[config.mk]
export PLATFORM = sky130hd
export DESIGN_NAME = pixel_pad_streamer_flat
export DESIGN_NICKNAME = d
export VERILOG_FILES = /design/src/rtl/median_pkg.sv /design/src/rtl/pixel_pad_streamer_if.sv /design/src/rtl/pixel_pad_streamer.sv /design/src/flat_wrapper.sv
export SDC_FILE = /design/constraint.sdc
export NUM_CORES = 1
export LEC_CHECK = 0
export CORE_ASPECT_RATIO = 0.8
export CORE_UTILIZATION = 41
export DETAILED_ROUTE_END_ITERATION = 16
export GPL_TIMING_DRIVEN = 0
export PLACE_DENSITY_LB_ADDON = 0.05
export RECOVER_POWER = 50
export SYNTH_ARGS = -nofsm -noshare
export SYNTH_HDL_FRONTEND = slang
export SYNTH_SLANG_ARGS = --single-unit
export TNS_END_PERCENT = 10
[constraint.sdc]
create_clock -name clk -period 2 [get_ports clk]
set_input_delay 0.5 -clock clk [delete_from_list [all_inputs] [get_ports clk]]
set_output_delay 0.5 -clock clk [all_outputs]
set_load 0.005 [all_outputs]
[src/rtl/median_pkg.sv]
// Types shared across the median-filter pipeline: the RGB pixel format, the
// padder FSM states and the window-to-border helpers.
package median_pkg;

    localparam int DATA_WIDTH = 8;

    typedef struct packed {
        logic [DATA_WIDTH-1:0] red;
        logic [DATA_WIDTH-1:0] green;
        logic [DATA_WIDTH-1:0] blue;
    } pixel_t;

    typedef enum logic [2:0] {
        ST_IDLE   = 3'd0,
        ST_TOP    = 3'd1,
        ST_LEFT   = 3'd2,
        ST_BODY   = 3'd3,
        ST_RIGHT  = 3'd4,
        ST_BOTTOM = 3'd5,
        ST_DONE   = 3'd6
    } pad_state_t;

    function automatic int pad_of(input int window_size);
        return window_size / 2;
    endfunction

    function automatic pixel_t fill_pixel(input logic [DATA_WIDTH-1:0] value);
        return {value, value, value};
    endfunction

endpackage

[src/rtl/pixel_pad_streamer_if.sv]
// Pixel handshake and frame-control bundle between an upstream image source,
// the padder and the median filter.
interface pixel_pad_streamer_if;
    import median_pkg::*;

    logic        start;
    logic        hold;
    pixel_t      in_pixel;
    logic        in_valid;
    logic        in_ready;
    pixel_t      new_pixel;
    logic        more_pixels;
    logic [31:0] max_windows;
    logic        busy;
    logic        done;

    modport slave (
        input  start, hold, in_pixel, in_valid,
        output in_ready, new_pixel, more_pixels, max_windows, busy, done
    );

    modport master (
        output start, hold, in_pixel, in_valid,
        input  in_ready, new_pixel, more_pixels, max_windows, busy, done
    );

endinterface

[src/rtl/pixel_pad_streamer.sv]
// Wraps an unpadded raster in PAD rows/columns of PAD_VALUE and streams the
// padded frame to the median filter, one registered pixel per cycle at most.
module pixel_pad_streamer
    import median_pkg::*;
#(
    parameter int                    WINDOW_SIZE = 3,
    parameter int                    IMG_WIDTH   = 316,
    parameter int                    IMG_HEIGHT  = 303,
    parameter logic [DATA_WIDTH-1:0] PAD_VALUE   = 8'd0
) (
    input  logic                 clk,
    input  logic                 rst,
    pixel_pad_streamer_if.slave  bus
);

    localparam int PAD   = pad_of(WINDOW_SIZE);
    localparam int PW    = IMG_WIDTH + 2 * PAD;
    localparam int PH    = IMG_HEIGHT + 2 * PAD;
    localparam int COL_W = (PW > 1) ? $clog2(PW) : 1;
    localparam int ROW_W = $clog2(PH + 1);

    // Terminal counter values; the PAD-1 ones are never reached when PAD=0.
    localparam logic [COL_W-1:0] COL_LAST  = COL_W'(PW - 1);
    localparam logic [COL_W-1:0] LEFT_LAST = COL_W'(PAD - 1);
    localparam logic [COL_W-1:0] BODY_LAST = COL_W'(PAD + IMG_WIDTH - 1);
    localparam logic [ROW_W-1:0] TOP_LAST  = ROW_W'(PAD - 1);
    localparam logic [ROW_W-1:0] IMG_LAST  = ROW_W'(PAD + IMG_HEIGHT - 1);
    localparam logic [ROW_W-1:0] ROW_LAST  = ROW_W'(PH - 1);
    localparam bit               HAS_PAD   = (PAD > 0);
    localparam pixel_t           BORDER    = fill_pixel(PAD_VALUE);

    pad_state_t        state_q, state_d;
    logic [COL_W-1:0]  col_q, col_d;
    logic [ROW_W-1:0]  row_q, row_d;
    pixel_t            pixel_q, pixel_d;
    logic              more_q, more_d;
    logic              busy_q, busy_d;
    logic              done_q, done_d;
    logic              emit_s;
    logic              border_s;
    pad_state_t        after_row_s;

    // Emission decision, counter advance and next-state decode for one cycle.
    always_comb begin
        state_d  = state_q;
        col_d    = col_q;
        row_d    = row_q;
        pixel_d  = pixel_q;
        more_d   = 1'b0;
        emit_s   = 1'b0;
        border_s = 1'b0;

        // Zero-length border states are skipped when the window has no PAD.
        if (row_q != IMG_LAST) begin
            after_row_s = HAS_PAD ? ST_LEFT : ST_BODY;
        end else begin
            after_row_s = HAS_PAD ? ST_BOTTOM : ST_DONE;
        end

        case (state_q)
            ST_TOP, ST_LEFT, ST_RIGHT, ST_BOTTOM: begin
                emit_s   = !bus.hold;
                border_s = 1'b1;
            end
            ST_BODY: begin
                emit_s   = bus.in_valid && !bus.hold;
                border_s = 1'b0;
            end
            default: begin
                emit_s   = 1'b0;
                border_s = 1'b0;
            end
        endcase

        if (emit_s) begin
            more_d  = 1'b1;
            pixel_d = border_s ? BORDER : bus.in_pixel;
            if (col_q == COL_LAST) begin
                col_d = '0;
                row_d = row_q + ROW_W'(1);
            end else begin
                col_d = col_q + COL_W'(1);
            end
        end else begin
            more_d = 1'b0;
        end

        case (state_q)
            ST_IDLE: begin
                col_d = '0;
                row_d = '0;
                if (bus.start) begin
                    state_d = HAS_PAD ? ST_TOP : ST_BODY;
                end else begin
                    state_d = ST_IDLE;
                end
            end
            ST_TOP: begin
                if (emit_s && (col_q == COL_LAST) && (row_q == TOP_LAST)) begin
                    state_d = ST_LEFT;
                end else begin
                    state_d = ST_TOP;
                end
            end
            ST_LEFT: begin
                if (emit_s && (col_q == LEFT_LAST)) begin
                    state_d = ST_BODY;
                end else begin
                    state_d = ST_LEFT;
                end
            end
            ST_BODY: begin
                if (emit_s && (col_q == BODY_LAST)) begin
                    state_d = HAS_PAD ? ST_RIGHT : after_row_s;
                end else begin
                    state_d = ST_BODY;
                end
            end
            ST_RIGHT: begin
                if (emit_s && (col_q == COL_LAST)) begin
                    state_d = after_row_s;
                end else begin
                    state_d = ST_RIGHT;
                end
            end
            ST_BOTTOM: begin
                if (emit_s && (col_q == COL_LAST) && (row_q == ROW_LAST)) begin
                    state_d = ST_DONE;
                end else begin
                    state_d = ST_BOTTOM;
                end
            end
            ST_DONE: begin
                col_d   = '0;
                row_d   = '0;
                state_d = ST_IDLE;
            end
            default: begin
                col_d   = '0;
                row_d   = '0;
                state_d = ST_IDLE;
            end
        endcase

        busy_d = (state_d inside {ST_TOP, ST_LEFT, ST_BODY, ST_RIGHT, ST_BOTTOM});
        done_d = (state_q == ST_DONE);
    end

    // State, counters and registered outputs; reset aborts any frame at once.
    always_ff @(posedge clk or negedge rst) begin
        if (!rst) begin
            state_q <= ST_IDLE;
            col_q   <= '0;
            row_q   <= '0;
            pixel_q <= '0;
            more_q  <= 1'b0;
            busy_q  <= 1'b0;
            done_q  <= 1'b0;
        end else begin
            state_q <= state_d;
            col_q   <= col_d;
            row_q   <= row_d;
            pixel_q <= pixel_d;
            more_q  <= more_d;
            busy_q  <= busy_d;
            done_q  <= done_d;
        end
    end

    assign bus.in_ready    = (state_q == ST_BODY) && !bus.hold;
    assign bus.new_pixel   = pixel_q;
    assign bus.more_pixels = more_q;
    assign bus.busy        = busy_q;
    assign bus.done        = done_q;
    assign bus.max_windows = 32'(IMG_WIDTH * IMG_HEIGHT);

endmodule
[src/flat_wrapper.sv]
// flat-port wrapper written by rule: the top's interface ports become plain ports
module pixel_pad_streamer_flat import median_pkg::*;
#(
    parameter int                    WINDOW_SIZE = 3,
    parameter int                    IMG_WIDTH   = 316,
    parameter int                    IMG_HEIGHT  = 303,
    parameter logic [DATA_WIDTH-1:0] PAD_VALUE   = 8'd0
)
  (clk, rst, bus_start, bus_hold, bus_in_pixel, bus_in_valid, bus_in_ready, bus_new_pixel, bus_more_pixels, bus_max_windows, bus_busy, bus_done);
  pixel_pad_streamer_if bus_i ();
  input  logic clk;
  input  logic rst;
  input wire logic [$bits(bus_i.start)-1:0] bus_start;
  input wire logic [$bits(bus_i.hold)-1:0] bus_hold;
  input wire logic [$bits(bus_i.in_pixel)-1:0] bus_in_pixel;
  input wire logic [$bits(bus_i.in_valid)-1:0] bus_in_valid;
  output wire logic [$bits(bus_i.in_ready)-1:0] bus_in_ready;
  output wire logic [$bits(bus_i.new_pixel)-1:0] bus_new_pixel;
  output wire logic [$bits(bus_i.more_pixels)-1:0] bus_more_pixels;
  output wire logic [$bits(bus_i.max_windows)-1:0] bus_max_windows;
  output wire logic [$bits(bus_i.busy)-1:0] bus_busy;
  output wire logic [$bits(bus_i.done)-1:0] bus_done;
  assign bus_i.start = bus_start;
  assign bus_i.hold = bus_hold;
  assign bus_i.in_pixel = bus_in_pixel;
  assign bus_i.in_valid = bus_in_valid;
  assign bus_in_ready = bus_i.in_ready;
  assign bus_new_pixel = bus_i.new_pixel;
  assign bus_more_pixels = bus_i.more_pixels;
  assign bus_max_windows = bus_i.max_windows;
  assign bus_busy = bus_i.busy;
  assign bus_done = bus_i.done;
  pixel_pad_streamer #(.WINDOW_SIZE(WINDOW_SIZE), .IMG_WIDTH(IMG_WIDTH), .IMG_HEIGHT(IMG_HEIGHT), .PAD_VALUE(PAD_VALUE)) u_core (.clk(clk), .rst(rst), .bus(bus_i));
endmodule
==> run_results.csv, run 1 <==
group,metric,value,unit
logic_synthesis,synth-compound-area-share,13.5,%
cells_and_area,nets,384,
routing,routed_via_density,4.77,
routing,drc,0,
sta,worst_pin_slew,0.929,ns
logic_synthesis,yosys_warnings,0,
global_routing,antenna_found_initial,0,
sta,holdWs,0.295,ns
worst_setup_path,max_stage_delay,0.47,ns
worst_setup_path,path_depth,9,
logic_synthesis,synth_fa_ha_area_share,2.45,%
worst_setup_path,reg2reg_depth,8,
sta,maxSlewViolCount,0,
global_routing,grt_pass1_wl,9.67,mm
floorplan,start_util,42.8,%
logic_synthesis,synth-xor-area-share,5.14,%
global_routing,grt_max_degree,33,
cells_and_area,drive_above_1_share,24.8,%
flow_run,maxCapViolCount,0,
floorplan,num_rows,25,
routing,wl,5.76,mm
worst_setup_path,reg2reg_slack,-0.03,ns
logic_synthesis,ys_types,48,
floorplan,coreArea,0.00597,mm2
sta,fin_crit_sh,102,%
status,violations,"setup timing",
clock_network,holdBufCountCts,0,
power_and_ir_drop,ir_worst_vdd,0.379,mV
routing,drt_iter0_markers,80,
worst_setup_path,critPathRequiredTime,2.19,ns
clock_network,clkSlewWorstSetupHoldPaths,0.09,ns
worst_setup_path,critical_path.top_delay_family,"buffers and inverters",
power_and_ir_drop,p_per_area,749,mW/mm2
cells_and_area,post-route-cell-area,0.00360,mm2
sta,max_freq,490,MHz
worst_setup_path,crit_path_top_delay_cell,"clkdlybuf4s50_1",
sta,min_period,2.04,ns
routing,wire_per_inst,13.3,um
clock_network,clock_sinks,48,
floorplan,pin_count,89,
worst_setup_path,startpoint_type,"input pin",
placed_design,dpl_cell_area,0.00335,mm2
logic_synthesis,synthArstFlopShare,100,%
hold_path,hp-class,"in2async",
sta,hold_violations,0,
logic_synthesis,synth_top_family_by_area,"simple AND/OR/NAND/NOR gates",
clock_network,clock_latency,0.31,ns
placed_design,gp_congestion,0.837,
cells_and_area,n_antenna_cell,0,
sta,finalSetupTns,-0.0751,ns
floorplan,die_w,90.3,um
worst_setup_path,cp-end-kind,"register",
clock_network,tritoncts,"yes",
worst_setup_path,path_max_fanout,7,
floorplan,dieArea,0.00656,mm2
placed_design,dp_hpwl,4.08,mm
clock_network,htree_levels,2,
logic_synthesis,ys_ff_latch,48,
sta,setup_viol,3,
sta,fin_skew,0.0133,ns
global_routing,grt_pass1_vias,1865,
sta,relSlewSlack,38.0,%
worst_setup_path,path_class,"in2reg",
logic_synthesis,ys.flop_type,"dfrtp_1",
logic_synthesis,yosys.area_share.simple,17.7,%
worst_setup_path,crit_chain,"clkdlybuf4s50_1 > nor2b_1 > o22a_2 > or2_1 > buf_4 > inv_4 > a41oi_2 > nor4_2 > a21oi_1",
power_and_ir_drop,p_leak,1.65,nW
clock_network,max-clock-path-buffers,2,
floorplan,die_h,72.6,um
cells_and_area,final_common_cell,"clkdlybuf4s50_1",
sta,rsz0062_at_grt,"yes",
global_routing,track_usage,18.8,%
routing,ant_nets,0,
worst_setup_path,critical_path_buf_inv_count,3,
logic_synthesis,seq_area_frac_synth,47.0,%
routing,vias,2061,
logic_synthesis,syn_area,0.00256,mm2
logic_synthesis,avgSynthCellArea,10.3,um2
clock_network,root_buffer,"clkbuf_8",
status,run_status,"complete, but fails checks",
placed_design,portBuffers,56,
routing,dr.pass1.iters,4,
logic_synthesis,synthMuxAreaShare,0.392,%
cells_and_area,most-common-layout-cells,"50 x clkdlybuf4s50_1, 46 x dfrtp_1, 44 x buf_4",
cells_and_area,area_growth_syn_to_layout,40.8,%
worst_setup_path,cp.arrival,2.23,ns
logic_synthesis,synth_cells,247,
global_routing,grt.overflow.total,0,
logic_synthesis,synth_edf_count,0,
clock_network,cts_buffers,5,
sta,layout_setup_ws,-0.0392,ns
worst paths after layout:
kind | from | to
worst max-delay path | bus_in_valid | u_core.bus.busy$_DFF_PN0_
worst min-delay path | rst | u_core.state_q[1]$_DFF_PN0_
worst max register to register | u_core.state_q[2]$_DFF_PN0_ | u_core.bus.busy$_DFF_PN0_
worst min register to register | u_core.bus.new_pixel[23]$_DFFE_PN0P_ | u_core.bus.new_pixel[23]$_DFFE_PN0P_
max in group asynchronous | rst | u_core.col_q[0]$_DFFE_PN0P_
min in group clk | u_core.bus.new_pixel[23]$_DFFE_PN0P_ | u_core.bus.new_pixel[23]$_DFFE_PN0P_
Yosys cell counts (2+ instances only):
cell      number  area (um2)
o31ai_1        2        15.0
nor2_1        23        86.3
ha_1           5        62.6
or4_4          2        22.5
or4_1          3        22.5
nor3_1         2        10.0
dfrtp_1       48        1200
nand4_1        6        37.5
and2_1         2        12.5
o21ai_0        2        10.0
buf_4         34         255
a21oi_1        4        20.0
xor2_1         8        70.1
buf_2          4        20.0
nand2b_1       2        12.5
a22o_1        24         210
inv_1         10        37.5
nor4_1         4        25.0
clkbuf_1       5        18.8
and3_1         3        18.8
nand3_1        6        30.0
nand2_1       15        56.3
xnor2_1        7        61.3
conb_1         2        7.51
where the power goes:
group          switching, W  leakage, nW  internal (W)
clock              0.000353       0.0404      0.000248
combinational      0.000406        0.971      0.000500
sequential        0.0000849        0.642       0.00110
total              0.000844         1.65       0.00185
state kept, by name, indices dropped and copies added (netlist names):
register                count
u_core.state_q              3
u_core.row_q                9
u_core.bus.new_pixel       24
u_core.col_q                9
u_core.bus.done             1
u_core.bus.more_pixels      1
u_core.bus.busy             1
through the flow:
stage	setup slack, ns	total power, W	cells	util (%)
finish	-0.0392	0.00269	432	60.3
detailed placement	-0.668	0.00201	415	56.0
global placement	-1.01	0.00200	414	55.7
global route	-0.157	0.00287	432	60.3
CTS	-0.0697	0.00269	432	59.9
floorplan	0.0290	0.00162	277	-
layout make-up:
cell class,count,area (um2)
Fill cell,532,2370
Multi-Input combinational cell,174,1210
Sequential cell,48,1200
Timing Repair Buffer,67,634
Buffer,43,314
Tap cell,81,101
Clock buffer,5,68.8
Inverter,11,43.8
Clock inverter,3,23.8
cells by family after synthesis:
group	Yosys count
simple gates	80
buf+inv	55
flops	48
compound gates	41
xor+xnor	15
fa+ha+maj	5
other cells	2
mux	1
timing repair:
| item | CTS | global route |
|---|---|---|
| gates resized for setup | 22 | 15 |
| pin swaps | 2 | 8 |
| setup buffers | 9 | 1 |
| endpoints found under the setup margin | 39 | 39 |
metal layers:
layer / share of wire [%] / GRT usage [%] / routed length, um / vias up
met4: 0.82 / 5.91 / 47 / 0
met5: 0 / 0 / 0 / -
met1: 50 / 28.7 / 2870 / 975
li1: - / - / - / 1007
met2: 44 / 26.3 / 2510 / 74
met3: 5.7 / 4.38 / 327 / 5
(Power assumes the default switching activity.)
==> run 2: changes to the inputs <==
--- a/config.mk
+++ b/config.mk
@@ -11,6 +11,7 @@
 export GPL_TIMING_DRIVEN = 0
 export PLACE_DENSITY_LB_ADDON = 0.05
 export RECOVER_POWER = 50
+export SKIP_LAST_GASP = 1
 export SYNTH_ARGS = -nofsm -noshare
 export SYNTH_HDL_FRONTEND = slang
 export SYNTH_SLANG_ARGS = --single-unit
==> run 2 against run 1 <==
  * Worst hold slack improved by 0.0075 ns
  * Core utilization shrank 0.54 points
  * Largest cell class is now sequential cells
  * The flow still finishes with violations (setup timing)
  * Die area unchanged
  * Combinational power decreased by 2%
  * Fmax down 0.27%
  * Power down 0.56%
  * Via count fell by 0.15%
==> run_results.csv, run 2 (same netlist as run 1, synthesis figures left out) <==
group,metric,value,unit
status,run_status,"complete, but fails checks",
status,violations,"setup timing",
sta,hold_violations,0,
sta,worst_pin_slew,0.938,ns
power_and_ir_drop,power.share.clock,22.4,%
cells_and_area,most-common-layout-cells,"53 x clkdlybuf4s50_1, 46 x dfrtp_1, 44 x buf_4",
power_and_ir_drop,fin_total_pwr,0.00268,W
cells_and_area,utilization,59.7,%
placed_design,dp.cells,415,
power_and_ir_drop,swShare,31.3,%
sta,layout_setup_ws,-0.0446,ns
sta,max_freq,489,MHz
placed_design,place_ws,-0.668,ns
worst_setup_path,path_class,"reg2reg",
worst_setup_path,cp-end-kind,"register",
placed_design,dp_hpwl,4.08,mm
cells_and_area,nets,384,
sta,relSlewSlack,37.5,%
power_and_ir_drop,p_sw,0.000838,W
floorplan,die_w,90.3,um
worst_setup_path,path_max_fanout,8,
cells_and_area,area_growth_syn_to_layout,39.5,%
routing,wire_per_inst,13.2,um
placed_design,dpl_cell_area,0.00335,mm2
clock_network,holdBufCountCts,0,
clock_network,tritoncts,"yes",
cells_and_area,finalNonFillerCells,432,
placed_design,portBuffers,56,
global_routing,grt_pass1_wl,9.65,mm
routing,drc,0,
clock_network,root_buffer,"clkbuf_8",
worst_setup_path,r2r_start,"u_core.state_q[0]$_DFF_PN0_",
routing,vias,2058,
global_routing,grt_max_degree,33,
floorplan,dieArea,0.00656,mm2
worst_setup_path,critPathLaunch,"u_core.state_q[0]$_DFF_PN0_",
flow_run,maxCapViolCount,0,
clock_network,cts_buffers,5,
power_and_ir_drop,p_comb_share,33.2,%
floorplan,start_util,42.8,%
cells_and_area,largest_register_ffs,24,
cells_and_area,final_common_cell,"clkdlybuf4s50_1",
clock_network,clkSlewWorstSetupHoldPaths,0.09,ns
routing,ant_nets,0,
global_routing,track_usage,18.8,%
sta,setup_viol,4,
sta,fin_crit_sh,102,%
sta,fin_skew,0.0132,ns
floorplan,num_rows,25,
power_and_ir_drop,ir_worst_vdd,0.378,mV
routing,wl,5.70,mm
cells_and_area,n_antenna_cell,0,
power_and_ir_drop,p_leak,1.64,nW
sta,maxSlewViolCount,0,
routing,routed_via_density,4.76,
floorplan,pin_count,89,
power_and_ir_drop,pwr-share-seq,44.4,%
global_routing,antenna_found_initial,0,
sta,min_period,2.04,ns
clock_network,clock_sinks,48,
clock_network,max-clock-path-buffers,2,
power_and_ir_drop,p_per_area,751,mW/mm2
worst_setup_path,critPathRequiredTime,2.20,ns
cells_and_area,post-route-cell-area,0.00357,mm2
worst_setup_path,cp.arrival,2.25,ns
cells_and_area,fillerInstances,534,
hold_path,hp-class,"in2async",
global_routing,grt_pass1_vias,1866,
floorplan,die_h,72.6,um
power_and_ir_drop,p_int,0.00184,W
global_routing,grt.overflow.total,0,
placed_design,gp_congestion,0.837,
routing,dr.pass1.iters,4,
clock_network,htree_levels,2,
cells_and_area,multi_input_area,0.00118,mm2
sta,rsz0062_at_grt,"yes",
clock_network,clock_latency,0.31,ns
cells_and_area,regArea,0.00120,mm2
routing,drt_iter0_markers,89,
worst_setup_path,startpoint_type,"register",
floorplan,coreArea,0.00597,mm2
cells_and_area,drive_above_1_share,23.6,%
-- run 2: path summary, 6_finish.rpt --
kind                       slack (ns)                                  end  cells after the start
setup reg to reg                -0.04          u_core.col_q[8]$_DFFE_PN0P_                      7
hold reg to reg                  0.51  u_core.bus.new_pixel[6]$_DFFE_PN0P_                      1
min in group clk                 0.51  u_core.bus.new_pixel[6]$_DFFE_PN0P_                      1
hold / removal                   0.30          u_core.state_q[1]$_DFF_PN0_                      1
max in group asynchronous        0.35          u_core.col_q[0]$_DFFE_PN0P_                      2
setup / recovery                -0.04          u_core.col_q[8]$_DFFE_PN0P_                      7
-- run 2: layout make-up --
cell class / instances / share of cell area [%]
sequential: 48 / 33.7
multi-input combinational: 174 / 33.2
timing repair buffer: 67 / 17.8
buffer: 43 / 8.59
tap: 81 / 2.84
clock buffer: 5 / 1.93
inverter: 11 / 1.23
clock inverter: 3 / 0.666
-- run 2: what timing repair did --
item | 4_1_cts | 5_1_grt
cloned | 0 | 0
endpoints found under the setup margin | 39 | 39
setup buffers | 9 | 1
pin swaps | 2 | 4
resized for setup | 19 | 7
-- run 2: metrics by stage --
step	TNS [ns]	hold slack [ns]
after detailed placement	-15.41	0.468
after CTS	-0.231	0.126
final	-0.109	0.302
after global routing	-1.73	0.383
after floorplan	0	0.204
after global placement	-64.04	0.488
-- run 2: worst max-delay path: stages (launching register included) --
cell       delay [ns]
dfrtp_1          0.40
buf_6            0.13
buf_4            0.16
or3_1            0.36
and2_1           0.22
a2111oi_2        0.45
xnor2_1          0.16
nor2_1           0.06
-- run 2: routing by layer --
metal	up-vias	wire [um]	GRT usage (%)
met3	5	302	4.38
met2	73	2460	25.9
met4	0	47	5.91
met1	977	2890	28.9
li1	1003	-	-
met5	-	0	0
-- run 2: power groups by stage --
stage / sequential [W] / combinational, W / clock [W]
after global placement: 0.00120 / 0.000797 / 0
after floorplan: 0.00120 / 0.000415 / 0
after detailed placement: 0.00120 / 0.000802 / 0
after CTS: 0.00118 / 0.000876 / 0.000622
final: 0.00119 / 0.000891 / 0.000599
after global routing: 0.00121 / 0.000989 / 0.000654
